===== src/rtl/mips_pkg.sv =====
`default_nettype none
// ============================================================================
//  Module      : mips_pkg
//  Description : Shared opcode constants, hazard-action encoding and operand
//                usage helpers for the pipeline controller and hazard unit.
//  Revision    : 1.0 - initial release
// ============================================================================
package mips_pkg;

    localparam logic [5:0] c_OP_RTYPE = 6'b000000;
    localparam logic [5:0] c_OP_J     = 6'b000010;
    localparam logic [5:0] c_OP_JAL   = 6'b000011;
    localparam logic [5:0] c_OP_BEQ   = 6'b000100;
    localparam logic [5:0] c_OP_BNE   = 6'b000101;
    localparam logic [5:0] c_OP_SB    = 6'b101000;
    localparam logic [5:0] c_OP_SH    = 6'b101001;
    localparam logic [5:0] c_OP_SW    = 6'b101011;

    // Action taken by the hazard unit in a cycle; also the HazState encoding.
    typedef enum logic [1:0] {
        HAZ_RUN        = 2'd0,
        HAZ_LOAD_STALL = 2'd1,
        HAZ_FLUSH      = 2'd2,
        HAZ_FREEZE     = 2'd3
    } haz_state_t;

    // Only the absolute jumps ignore rs; any unknown opcode is assumed to read it.
    function automatic logic uses_rs(input logic [5:0] op);
        return !((op == c_OP_J) || (op == c_OP_JAL));
    endfunction

    // rt is a source only for R-type, compare-branches and stores.
    function automatic logic uses_rt(input logic [5:0] op);
        return (op == c_OP_RTYPE) || (op == c_OP_BEQ) || (op == c_OP_BNE) ||
               (op == c_OP_SW)    || (op == c_OP_SH)  || (op == c_OP_SB);
    endfunction

endpackage
`default_nettype wire


===== src/rtl/hazard_unit_if.sv =====
`default_nettype none
// ============================================================================
//  Module      : hazard_unit_if
//  Description : Bundle between pipeline datapath (master) and hazard unit
//                (slave): hazard inputs, pipeline controls and counters.
//  Revision    : 1.0 - initial release
// ============================================================================
interface hazard_unit_if;
    import mips_pkg::*;

    logic [31:0] ID_Instruction;
    logic        EX_MemRead;
    logic [4:0]  EX_Rt;
    logic        EX_BranchTaken;
    logic        MemBusy;
    logic        ClearCounters;

    logic        PCWrite;
    logic        IFID_Write;
    logic        IDEX_Bubble;
    logic        IFID_Flush;
    logic        IDEX_Flush;
    logic        Freeze;
    haz_state_t  HazState;
    logic [15:0] StallCount;
    logic [15:0] FlushCount;
    logic [15:0] FreezeCount;

    modport master (
        output ID_Instruction, EX_MemRead, EX_Rt, EX_BranchTaken, MemBusy, ClearCounters,
        input  PCWrite, IFID_Write, IDEX_Bubble, IFID_Flush, IDEX_Flush, Freeze,
        input  HazState, StallCount, FlushCount, FreezeCount
    );

    modport slave (
        input  ID_Instruction, EX_MemRead, EX_Rt, EX_BranchTaken, MemBusy, ClearCounters,
        output PCWrite, IFID_Write, IDEX_Bubble, IFID_Flush, IDEX_Flush, Freeze,
        output HazState, StallCount, FlushCount, FreezeCount
    );
endinterface
`default_nettype wire


===== src/rtl/sat_counter.sv =====
`default_nettype none
// ============================================================================
//  Module      : sat_counter
//  Description : Up counter that sticks at all-ones, with synchronous clear
//                taking precedence over increment.
//  Revision    : 1.0 - initial release
// ============================================================================
module sat_counter #(
    parameter int WIDTH = 16
) (
    input  wire logic             clk,
    input  wire logic             rst,
    input  wire logic             i_inc,
    input  wire logic             i_clr,
    output logic [WIDTH-1:0]      o_count
);
    localparam logic [WIDTH-1:0] c_MAX = {WIDTH{1'b1}};

    logic [WIDTH-1:0] r_count;

    // Count qualifying cycles; clear wins, and the value holds once saturated.
    always_ff @(posedge clk or posedge rst) begin
        if (rst) begin
            r_count <= '0;
        end else if (i_clr) begin
            r_count <= '0;
        end else if (i_inc && (r_count != c_MAX)) begin
            r_count <= r_count + 1'b1;
        end
    end

    assign o_count = r_count;
endmodule
`default_nettype wire


===== src/rtl/hazard_unit.sv =====
`default_nettype none
// ============================================================================
//  Module      : hazard_unit
//  Description : Five-stage pipeline hazard control: memory freeze, branch
//                flush and single-cycle load-use stall, plus cycle counters.
//  Revision    : 1.0 - initial release
// ============================================================================
module hazard_unit
    import mips_pkg::*;
(
    input  wire logic   Clk,
    input  wire logic   Rst,
    hazard_unit_if.slave hz
);
    logic [5:0]  w_op;
    logic [4:0]  w_rs;
    logic [4:0]  w_rt;
    logic        w_load_use;
    logic        w_unused_bits;
    haz_state_t  w_action;
    haz_state_t  r_haz_state;

    assign w_op          = hz.ID_Instruction[31:26];
    assign w_rs          = hz.ID_Instruction[25:21];
    assign w_rt          = hz.ID_Instruction[20:16];
    assign w_unused_bits = &{1'b0, hz.ID_Instruction[15:0]};

    // Load-use: the instruction in ID reads the register a load in EX will write.
    assign w_load_use = hz.EX_MemRead && (hz.EX_Rt != 5'd0) &&
                        ((uses_rs(w_op) && (w_rs == hz.EX_Rt)) ||
                         (uses_rt(w_op) && (w_rt == hz.EX_Rt)));

    // Pick this cycle's action by priority; a repeat of the same hazard right
    // after a stall is already covered by the bubble now sitting in EX.
    always_comb begin
        w_action = HAZ_RUN;
        if (hz.MemBusy) begin
            w_action = HAZ_FREEZE;
        end else if (hz.EX_BranchTaken) begin
            w_action = HAZ_FLUSH;
        end else if (w_load_use && (r_haz_state != HAZ_LOAD_STALL)) begin
            w_action = HAZ_LOAD_STALL;
        end
    end

    // Remember the previous action; reset discards any stall or freeze in progress.
    always_ff @(posedge Clk or posedge Rst) begin
        if (Rst) begin
            r_haz_state <= HAZ_RUN;
        end else begin
            r_haz_state <= w_action;
        end
    end

    // Decode the action into pipeline controls; reset forces a safe bubble.
    always_comb begin
        hz.PCWrite     = 1'b1;
        hz.IFID_Write  = 1'b1;
        hz.IDEX_Bubble = 1'b0;
        hz.IFID_Flush  = 1'b0;
        hz.IDEX_Flush  = 1'b0;
        hz.Freeze      = 1'b0;
        if (Rst) begin
            hz.PCWrite     = 1'b0;
            hz.IFID_Write  = 1'b0;
            hz.IDEX_Bubble = 1'b1;
        end else begin
            case (w_action)
                HAZ_FREEZE: begin
                    hz.Freeze     = 1'b1;
                    hz.PCWrite    = 1'b0;
                    hz.IFID_Write = 1'b0;
                end
                HAZ_FLUSH: begin
                    hz.IFID_Flush = 1'b1;
                    hz.IDEX_Flush = 1'b1;
                end
                HAZ_LOAD_STALL: begin
                    hz.PCWrite     = 1'b0;
                    hz.IFID_Write  = 1'b0;
                    hz.IDEX_Bubble = 1'b1;
                end
                default: ;
            endcase
        end
    end

    assign hz.HazState = r_haz_state;

    sat_counter #(.WIDTH(16)) u_stall_cnt (
        .clk     (Clk),
        .rst     (Rst),
        .i_inc   (w_action == HAZ_LOAD_STALL),
        .i_clr   (hz.ClearCounters),
        .o_count (hz.StallCount)
    );

    sat_counter #(.WIDTH(16)) u_flush_cnt (
        .clk     (Clk),
        .rst     (Rst),
        .i_inc   (w_action == HAZ_FLUSH),
        .i_clr   (hz.ClearCounters),
        .o_count (hz.FlushCount)
    );

    sat_counter #(.WIDTH(16)) u_freeze_cnt (
        .clk     (Clk),
        .rst     (Rst),
        .i_inc   (w_action == HAZ_FREEZE),
        .i_clr   (hz.ClearCounters),
        .o_count (hz.FreezeCount)
    );
endmodule
`default_nettype wire


===== src/flat_wrapper.sv =====
// flat-port wrapper written by rule: the top's interface ports become plain ports
module hazard_unit_flat import mips_pkg::*;
  (Clk, Rst, hz_ID_Instruction, hz_EX_MemRead, hz_EX_Rt, hz_EX_BranchTaken, hz_MemBusy, hz_ClearCounters, hz_PCWrite, hz_IFID_Write, hz_IDEX_Bubble, hz_IFID_Flush, hz_IDEX_Flush, hz_Freeze, hz_HazState, hz_StallCount, hz_FlushCount, hz_FreezeCount);
  hazard_unit_if hz_i ();
  input  wire logic Clk;
  input  wire logic Rst;
  input wire logic [$bits(hz_i.ID_Instruction)-1:0] hz_ID_Instruction;
  input wire logic [$bits(hz_i.EX_MemRead)-1:0] hz_EX_MemRead;
  input wire logic [$bits(hz_i.EX_Rt)-1:0] hz_EX_Rt;
  input wire logic [$bits(hz_i.EX_BranchTaken)-1:0] hz_EX_BranchTaken;
  input wire logic [$bits(hz_i.MemBusy)-1:0] hz_MemBusy;
  input wire logic [$bits(hz_i.ClearCounters)-1:0] hz_ClearCounters;
  output wire logic [$bits(hz_i.PCWrite)-1:0] hz_PCWrite;
  output wire logic [$bits(hz_i.IFID_Write)-1:0] hz_IFID_Write;
  output wire logic [$bits(hz_i.IDEX_Bubble)-1:0] hz_IDEX_Bubble;
  output wire logic [$bits(hz_i.IFID_Flush)-1:0] hz_IFID_Flush;
  output wire logic [$bits(hz_i.IDEX_Flush)-1:0] hz_IDEX_Flush;
  output wire logic [$bits(hz_i.Freeze)-1:0] hz_Freeze;
  output wire logic [$bits(hz_i.HazState)-1:0] hz_HazState;
  output wire logic [$bits(hz_i.StallCount)-1:0] hz_StallCount;
  output wire logic [$bits(hz_i.FlushCount)-1:0] hz_FlushCount;
  output wire logic [$bits(hz_i.FreezeCount)-1:0] hz_FreezeCount;
  assign hz_i.ID_Instruction = hz_ID_Instruction;
  assign hz_i.EX_MemRead = hz_EX_MemRead;
  assign hz_i.EX_Rt = hz_EX_Rt;
  assign hz_i.EX_BranchTaken = hz_EX_BranchTaken;
  assign hz_i.MemBusy = hz_MemBusy;
  assign hz_i.ClearCounters = hz_ClearCounters;
  assign hz_PCWrite = hz_i.PCWrite;
  assign hz_IFID_Write = hz_i.IFID_Write;
  assign hz_IDEX_Bubble = hz_i.IDEX_Bubble;
  assign hz_IFID_Flush = hz_i.IFID_Flush;
  assign hz_IDEX_Flush = hz_i.IDEX_Flush;
  assign hz_Freeze = hz_i.Freeze;
  assign hz_HazState = hz_i.HazState;
  assign hz_StallCount = hz_i.StallCount;
  assign hz_FlushCount = hz_i.FlushCount;
  assign hz_FreezeCount = hz_i.FreezeCount;
  hazard_unit u_core (.Clk(Clk), .Rst(Rst), .hz(hz_i));
endmodule

===== config.mk =====
export PLATFORM = sky130hd
export DESIGN_NAME = hazard_unit_flat
export DESIGN_NICKNAME = d
export VERILOG_FILES = /design/src/rtl/mips_pkg.sv /design/src/rtl/hazard_unit_if.sv /design/src/rtl/sat_counter.sv /design/src/rtl/hazard_unit.sv /design/src/flat_wrapper.sv
export SDC_FILE = /design/constraint.sdc
export NUM_CORES = 1
export LEC_CHECK = 0
export CAP_MARGIN = 20
export CORE_MARGIN = 2
export CORE_UTILIZATION = 29
export DETAILED_ROUTE_END_ITERATION = 10
export GPL_TIMING_DRIVEN = 0
export HOLD_SLACK_MARGIN = 0.03
export PLACE_DENSITY = 0.66
export SYNTH_ARGS = -nofsm -noshare
export SYNTH_HDL_FRONTEND = slang
export SYNTH_SLANG_ARGS = --single-unit
export TNS_END_PERCENT = 1

===== constraint.sdc =====
create_clock -name Clk -period 4.92 [get_ports Clk]
set_clock_uncertainty 0.1 [all_clocks]
set_input_delay 0.984 -clock Clk [delete_from_list [all_inputs] [get_ports Clk]]
set_output_delay 0.984 -clock Clk [all_outputs]
set_load 0.1 [all_outputs]

Yosys cells after proc, flatten, opt, wreduce, memory -nomap -nowiden. Cells that the tools add are included. W data, S select, Z words.

Register bits after elaboration: 50. Input port bits: 43. Output and inout bits: 56. Word-level logic and storage cells: 62.

Add/subtract/negate cells: 3. Eq/ne operators: 16. Muxes and demuxes: 17. Reduce and logical (&&, ||, !) cells: 22.

Operators by type and width (count): $mux W16 (6); $add A16 B1 Y16 const B (3); $ne A16 B16 Y1 const B (3); $eq A6 B6 Y1 const B (3); $eq A6 B2 Y1 const B (2); $eq A6 B3 Y1 const B (2); $eq A5 B5 Y1 (2); $mux W1 (9); $logic_and A1 B1 Y1 (8); $logic_or A1 B1 Y1 (7); $logic_not A6 Y1 (1); $reduce_bool A2 Y1 (3); $reduce_bool A5 Y1 (1); $eq A2 B2 Y1 const B (2); $mux W2 (2); $eq A2 B1 Y1 const B (1); $ne A2 B1 Y1 const B (1); $reduce_or A2 Y1 (1); $logic_not A1 Y1 (1).

Depth between registers and ports, before layout. Gate-level depths: netlist of run 1.

Depth in word-level cells: 17. Mapped depth: 7. Mapped depth without buffers: 7.

Hierarchy. Synthesis of run 1 repeated with hierarchy kept, for this count alone.

Cells, all modules: 349. Area, all modules: 3163.0 µm².

By module, submodules not included: sat_counter (instances 3, cells an instance 101, area an instance 932.1 µm², sequential area each 400.4 µm²); hazard_unit (instances 1, cells an instance 46, area an instance 366.6 µm², sequential area each 50.0 µm²).

Least setup slack after synthesis of run 1. Ideal clock, no wire load.

Path type: in2out. From: in hz_EX_Rt[1]. To: out hz_PCWrite. Data arrival time: 5472 ps. Required time: 3836 ps. Path slack: -1636 ps. Stages: 5. Path buffers: 1. Path through: or4_1 o2111ai_2 a2111oi_4 nor4_1 buf_4.

Word-level cells in the longest chain between the ends: 12. Elaborated cells on any way between the ends: 17. Those cells by class: eq/ne: 4; mux: 5; reduce/logical: 8.

Ends and longest elaborated chain: start, declared (line flat_wrapper.sv:9) `input wire logic [$bits(hz_i.EX_Rt)-1:0] hz_EX_Rt;`; $eq A5 B5 Y1, on equally long branches (line hazard_unit.sv:30, hazard_unit.sv:31); $logic_and A1 B1 Y1, on equally long branches (line hazard_unit.sv:30, hazard_unit.sv:31); $logic_or A1 B1 Y1 (line hazard_unit.sv:30) `((uses_rs(w_op) && (w_rs == hz.EX_Rt)) ||`; $logic_and A1 B1 Y1 (*) (line hazard_unit.sv:29) `assign w_load_use = hz.EX_MemRead && (hz.EX_Rt != 5'd0) &&`; $logic_and A1 B1 Y1 (*) (line hazard_unit.sv:41) `end else if (w_load_use && (r_haz_state != HAZ_LOAD_STALL)) begin`; $mux W1 (*) (line hazard_unit.sv:41); $mux W2 (*) (line hazard_unit.sv:39) `end else if (hz.EX_BranchTaken) begin`; $mux W2 (*) (line hazard_unit.sv:37) `if (hz.MemBusy) begin`; $eq A2 B2 Y1 or $eq A2 B1 Y1 (tied branches); $reduce_or A2 Y1 (no source line) (*); $mux W1 (*) (2 in series); end, declared (line flat_wrapper.sv:13) `output wire logic [$bits(hz_i.PCWrite)-1:0] hz_PCWrite;`.

Every way passes the cells marked *; elsewhere a longest branch is shown, timed or not.

Final worst setup path of run 1.
From: in hz_EX_Rt[1]. To: out hz_IFID_Write.

Word-level cells in the longest chain between the ends: 12. Elaborated cells on any way between the ends: 17. Those cells by class: eq/ne: 4; mux: 5; reduce/logical: 8.

Ends and longest elaborated chain: $eq A5 B5 Y1, on equally long branches (line hazard_unit.sv:30, hazard_unit.sv:31); $logic_and A1 B1 Y1, on equally long branches (line hazard_unit.sv:30, hazard_unit.sv:31); $logic_or A1 B1 Y1 (line hazard_unit.sv:30); $logic_and A1 B1 Y1 (*) (line hazard_unit.sv:29); $logic_and A1 B1 Y1 (*) (line hazard_unit.sv:41); $mux W1 (*) (line hazard_unit.sv:41); $mux W2 (*) (line hazard_unit.sv:39); $mux W2 (*) (line hazard_unit.sv:37); $eq A2 B2 Y1 or $eq A2 B1 Y1 (tied branches) (line hazard_unit.sv:68) `case (w_action)`; $reduce_or A2 Y1 (no source line) (*); $mux W1 (*) (line hazard_unit.sv:68); $mux W1 (*) (line hazard_unit.sv:63) `if (Rst) begin`; end, declared (line flat_wrapper.sv:14) `output wire logic [$bits(hz_i.IFID_Write)-1:0] hz_IFID_Write;`.

Marked as above.

==> summary.md, run 1 <==
| Metric | Value |
|---|---|
| Worst path top cell family by delay | `buffers and inverters` |
| Maximum clock rate | `216.9 MHz` |
| Relative slew slack | `33.77%` |
| Critical path endpoint category | `primary output` |
| Post-synth top area share | `44.56%` |
| Cell Rows | `35` |
| Largest stage delay, worst path | `0.89 ns` |
| Setup TNS | `0 ns` |
| Setup Fix Bufs, Post-CTS | `0` |
| Total core area | `9328 µm²` |
| CTS clk-pin slew, worst paths | `0.09 ns` |
| Die span in x | `102.4 µm` |
| Ys Warns | `0` |
| Clock buffer depth | `2` |
| Flops & latches, synth | `50` |
| Post-route ant nets | `0` |
| Gpl congestion | `0.8629` |
| Synth Area in XOR/XNOR | `10.92%` |
| DR iter-0 viols | `70` |
| Crit-path max FO | `3` |
| Sequential area share after synthesis | `44.56%` |
| Post-synth ARST share | `100.0%` |
| Residual DRC count | `0` |
| DIE HEIGHT | `102.4 µm` |
| H-tree levels | `2` |
| Main synth FF type | `dfrtp_1` |
| Pwr dens | `200.5 nW/µm²` |
| Hold crit path type | `flip-flop to flip-flop` |
| Type of origin of the critical path | `input port` |
| Area fraction in compound gates after synthesis | `12.34%` |
| Synth Cell Area | `2808 µm²` |
| Layout cells sized above 1 | `6.138%` |
| Cells after Synth | `301` |
| Final WL | `7250 µm` |
| GRT Overall Usage | `14.09%` |
| Maximum VDD drop | `0.09573 mV` |
| Worst EP required | `3.84 ns` |
| Largest cells by area after synthesis | `dfrtp_1, xnor2_1, xor2_1, nor2_1, or3_1` |
| Synth cell types | `39` |
| GR Overflow Total | `0` |
| RSZ-0062 raised after global routing | `false` |
| Largest net degree at the start of global routing | `35` |
| Synth area leader | `dfrtp_1` |
| Clock sinks | `50` |
| Status | `completed` |
| Syn_nets | `347` |
| First-pass GRT wire length | `11880 µm` |
| Post-synthesis mux area share | `0.7130%` |
| WL per Instance | `13.94 µm` |
| Antenna cells | `0` |
| CTS Buf Count | `5` |
| Crit path arrival time | `3.53 ns` |
| Period utilization | `93.72%` |
| Core Util, Final | `41.77%` |
| Nets | `437` |
| Max Cap Viol | `0` |
| Vias | `2597` |
| Initial core utilization | `30.10%` |
| Synth Area in Adders | `1.337%` |
| Synthesized area per cell | `9.328 µm²` |
| Leakage power | `1.437 nW` |
| Vias/cell | `4.994` |
| CTS tree | `done` |
| Pwr Total | `0.7810 mW` |
| Area growth from synthesis to layout | `38.77%` |
| Die Area | `10480 µm²` |
| Measured slew at the worst slew-check pin | `0.9903 ns` |
| Post-synth EDFFs | `0` |
| # IOs | `99` |
| Crit-path cells | `clkdlybuf4s50_1, or4_1, o2111ai_2, a2111oi_4, nor4_4, dlygate4sd2_1` |
| Final setup violation count | `0` |
| Post-Synth Simple-Gate Area | `26.69%` |
| WS Path Type | `input port to primary output` |
| CP bufs+invs | `2` |
| Tmin final | `4.611 ns` |
| Dpl hpwl | `5346 µm` |
| Drt pass-1 iters | `4` |
| Max Slew Vio Count | `0` |
| CP max stage cell | `dlygate4sd2_1` |
| Worst-Skew Late Latency | `0.30 ns` |
| Initial antenna violation count | `0` |
| Vias in the first global route | `2491` |
| Final hold viol count | `0` |
| Port buffer count | `82` |
| Largest family of logic cells by synthesized area | `simple AND/OR/NAND/NOR gates` |
| Clock tree root buffer cell | `clkbuf_8` |
==> cells by family after synthesis <==
logic type,after synthesis
multiplexers,2
AND/OR/NAND/NOR,140
XOR/XNOR,35
buffers and inverters,21
flip-flops,50
adder cells (fa/ha/maj),3
AO/OA/AOI/OAI,50
==> cells in the mapped netlist, drive strengths merged, types with 8 or more instances <==
| library cell | number |
|---|---|
| xor2 | 15 |
| xnor2 | 20 |
| nand4 | 14 |
| or3 | 17 |
| clkbuf | 10 |
| and4 | 8 |
| nand2 | 14 |
| dfrtp | 50 |
| nand3 | 21 |
| nor2 | 35 |
| o21ai | 17 |
| a21oi | 19 |
==> where the power goes <==
part / internal, mW / switching (mW) / total, mW
Clock: 0.0978 / 0.131 / 0.229
Combinational: 0.0453 / 0.0889 / 0.134
Sequential: 0.414 / 0.00398 / 0.418
==> final timing paths <==
| check | from | to | slack, ns | depth (start not counted) |
|---|---|---|---|---|
| setup reg to reg | u_core.u_stall_cnt.o_count[0] | u_core.u_stall_cnt.o_count[8] | 2.61 | 7 |
| hold reg to reg | u_core.u_freeze_cnt.o_count[6] | u_core.u_freeze_cnt.o_count[6] | 0.47 | 2 |
| min in group asynchronous | Rst | u_core.u_freeze_cnt.o_count[5] | 1.05 | 2 |
| max in group asynchronous | Rst | u_core.u_flush_cnt.o_count[13] | 3.15 | 3 |
| hold / removal | u_core.u_freeze_cnt.o_count[6] | u_core.u_freeze_cnt.o_count[6] | 0.47 | 2 |
| setup / recovery | hz_EX_Rt[1] | hz_IFID_Write | 0.31 | 6 |
==> cells in the final DEF, fill, tap and decap left out, types with 7 or more instances in the layout <==
cell and count:
a21oi_1 19, and4_1 8, clkbuf_1 10, clkdlybuf4s50_1 79, dfrtp_1 50, nand2_1 14
nand3_1 21, nand4_1 14, nor2_1 34, nor3_1 7, o21ai_0 16, or3_1 17
xnor2_1 20, xor2_1 15
==> area by class of cell <==
type / instances / area [µm²]
Multi-Input combinational cell: 230 / 1475
Buffer: 14 / 70.07
Sequential cell: 50 / 1251
Clock inverter: 1 / 7.507
Timing Repair Buffer: 83 / 832.0
Fill cell: 954 / 5431
Inverter: 7 / 26.28
Clock buffer: 6 / 72.57
Tap cell: 129 / 161.4
==> metrics by stage <==
stage                     worst slack [ns]  cells  instance area [µm²]  hold slack [ns]
after global placement             -0.5611    512                 3805           0.4544
final                               0.3091    520                 3896           0.4744
after floorplan                    -0.2884    301                 2823           0.9420
after CTS                          0.07865    520                 3900           0.4837
after detailed placement           -0.2432    513                 3825           0.4589
after global routing                0.2151    520                 3896           0.5212
==> sequential cells by signal (all words and copies together), names as in the netlist <==
register and count:
u_core.hz.HazState 2, u_core.u_flush_cnt.o_count 16, u_core.u_freeze_cnt.o_count 16, u_core.u_stall_cnt.o_count 16
==> repair_timing <==
action,CTS,global route
endpoints found under the setup margin,3,1
resized for setup,3,3
hold buffers,0,0
==> metal layers <==
metal | vias up | wire (µm) | GRT usage (%) | share of wire (%)
met3 | 5 | 438 | 3.078 | 6.0
met1 | 1258 | 3308 | 18.48 | 46
met5 | - | 0 | 0 | 0
met2 | 73 | 3468 | 24.04 | 48
li1 | 1261 | - | - | -
met4 | 0 | 34 | 2.872 | 0.47
==> worst min-delay path, stage by stage, from the launching register on <==
cell     delay [ns]
dfrtp_1        0.38
xnor2_1        0.09
nor2_1         0.08
Power figures use the tool's default switching activity.
==> run 2, diff against run 1 <==
Settings changed: ABC_CLOCK_PERIOD_IN_PS from default to 4200, PLACE_DENSITY 0.66 to 0.68.
Clock period 4.92 ns to 4.2 ns, I/O delays scaled along.
==> run 2 against run 1 <==
Effect of this change:
- sequential share of layout area down 0.27 points
- critical path depth stayed put
- non-clock buffer count stayed put
- via count is 0.81% higher
- critical path type unchanged
- highest routed layer unchanged
- hold slack improved by 0.0051 ns
==> summary.md, run 2 (synthesis gave the netlist of run 1 again) <==
| Metric | Value |
|---|---|
| Status | `completed` |
| Maximum VDD drop | `0.1111 mV (+16%)` |
| Measured slew at the worst slew-check pin | `0.9892 ns (-0.001109 ns)` |
| Leakage power | `1.450 nW (+0.88%)` |
| Final WL | `7307 µm (+0.79%)` |
| GR Overflow Total | `0 (unchanged)` |
| Port buffer count | `82 (unchanged)` |
| WL per Instance | `14.02 µm (+0.59%)` |
| Dpl ws | `-0.7339 ns (-0.4908 ns)` |
| DIE HEIGHT | `102.4 µm (unchanged)` |
| Relative slew slack | `33.85% (+0.074 points)` |
| Worst-Skew Late Latency | `0.30 ns (about the same)` |
| Met3 usage | `3.352% (+0.27 points)` |
| WS Path Type | `input port to primary output` |
| Met1 GRT Util | `18.42% (-0.058 points)` |
| Max Slew Vio Count | `0 (unchanged)` |
| Inst Count DP | `513 (unchanged)` |
| Die Area | `10480 µm² (unchanged)` |
| CTS hold repair buffers | `0 (unchanged)` |
| Critical path endpoint category | `primary output` |
| Dpl cell area | `3826 µm² (about the same)` |
| Tmin final | `4.085 ns` |
| Clock tree root buffer cell | `clkbuf_8` |
| Dpl hpwl | `5462 µm (+2.2%)` |
| GR Util met2 | `24.70% (+0.66 points)` |
| Final setup margin | `0.1147 ns (-0.1943 ns)` |
| Final hold viol count | `0 (unchanged)` |
| Commonest non-fill, non-tap cells in the layout | `clkdlybuf4s50_1, dfrtp_1, nor2_1` |
| Period utilization | `97.27%` |
| Initial antenna violation count | `0 (unchanged)` |
| DR iter-0 viols | `91 (+30%)` |
| Crit path arrival time | `3.15 ns (-0.38 ns)` |
| Total core area | `9328 µm² (unchanged)` |
| Antenna cells | `0 (unchanged)` |
| Die span in x | `102.4 µm (unchanged)` |
| Area growth from synthesis to layout | `40.11%` |
| Vias | `2618 (+0.81%)` |
| First-pass GRT wire length | `12030 µm (+1.3%)` |
| H-tree levels | `2 (unchanged)` |
| Pwr Total | `0.9470 mW (+21%)` |
| Post-route ant nets | `0 (unchanged)` |
| Layout cells sized above 1 | `7.398% (+1.3 points)` |
| Non-filler cells, final | `521 (+0.19%)` |
| CTS tree | `done` |
| Type of origin of the critical path | `input port` |
| Largest net degree at the start of global routing | `29 (-17%)` |
| RSZ-0062 raised after global routing | `false` |
| Hold crit path type | `flip-flop to flip-flop` |
| Clock buffer depth | `2 (unchanged)` |
| Gpl congestion | `0.8785 (+1.8%)` |
| Maximum clock rate | `244.8 MHz` |
| Nets | `437 (unchanged)` |
| Max Cap Viol | `0 (unchanged)` |
| GRT Overall Usage | `14.33% (+0.24 points)` |
| # IOs | `99 (unchanged)` |
| Setup Fix Bufs, Post-CTS | `0 (unchanged)` |
| Post-layout instance area | `3934 µm² (+0.96%)` |
| Final setup violation count | `0 (unchanged)` |
| Clock sinks | `50 (unchanged)` |
| Cell Rows | `35 (unchanged)` |
| Pwr dens | `240.7 nW/µm² (+20%)` |
| Residual DRC count | `0 (unchanged)` |
| Vias/cell | `5.025 (+0.62%)` |
| CTS Buf Count | `5 (unchanged)` |
| Top Usage Layer GRT | `met2` |
| Drt pass-1 iters | `4 (unchanged)` |
| Initial core utilization | `30.10% (unchanged)` |
| R2R depth | `7 (unchanged)` |
| Vias in the first global route | `2597 (+4.3%)` |
| Worst Hold Depth | `2 (unchanged)` |
| Crit-path max FO | `3 (unchanged)` |
| Worst EP required | `3.26 ns (-0.58 ns)` |
| CTS clk-pin slew, worst paths | `0.10 ns (about the same)` |
| Most common cell after layout, fill and taps aside | `clkdlybuf4s50_1` |
-- run 2: final cells by class --
cell class	instances	area (µm²)
repair buffers	83	834.6
fillers	967	5394
clock buffers	6	82.58
inverters	7	26.28
multi-input cells	230	1491
well taps	129	161.4
flip-flops and latches	50	1252
clock inverters	2	12.51
plain buffers	14	72.57
-- run 2: final timing paths --
path / startpoint / to / slack, ns
setup / recovery: hz_EX_Rt[2] / hz_IFID_Write / 0.11
hold / removal: u_core.u_flush_cnt.o_count[5] / u_core.u_flush_cnt.o_count[5] / 0.48
setup reg to reg: u_core.u_flush_cnt.o_count[3] / u_core.u_flush_cnt.o_count[8] / 1.91
hold reg to reg: u_core.u_flush_cnt.o_count[5] / u_core.u_flush_cnt.o_count[5] / 0.48
max in group asynchronous: Rst / u_core.u_flush_cnt.o_count[13] / 2.47
min in group asynchronous: Rst / u_core.u_stall_cnt.o_count[13] / 0.97
-- run 2: critical path, cell delays in order --
cell and delay (ns):
clkdlybuf4s50_1 0.48, or4_1 0.59, o2111ai_4 0.28, a2111oi_4 0.09, nor4_4 0.26, clkdlybuf4s15_2 0.60
-- run 2: where the power goes --
part           switching (mW)  internal [mW]
clock network           0.166          0.133
registers             0.00425          0.485
logic                   0.105         0.0540
-- run 2: layer usage --
layer  share of wire (%)  routed length [µm]  vias up
li1                    -                   -     1268
met1                  45                3298     1270
met2                  48                3531       73
met3                 5.6                 412        7
met4                0.88                  64        0
met5                   0                   0        -
-- run 2: metrics by stage --
stage / hold WS (ns) / util (%) / setup TNS (ns)
5_1_grt: 0.5255 / 42.17 / 0
6_report: 0.4795 / 42.17 / 0
3_5_place_dp: 0.4600 / 41.02 / -1.824
4_1_cts: 0.4874 / 42.00 / -0.01051
2_1_floorplan: 0.8520 / - / -1.244
3_3_place_gp: 0.4514 / 40.80 / -2.007
-- run 2: what timing repair did --
action                     CTS  global route
setup endpoints to repair    3             2
pin swaps                    0             1
gates resized for setup     14             5
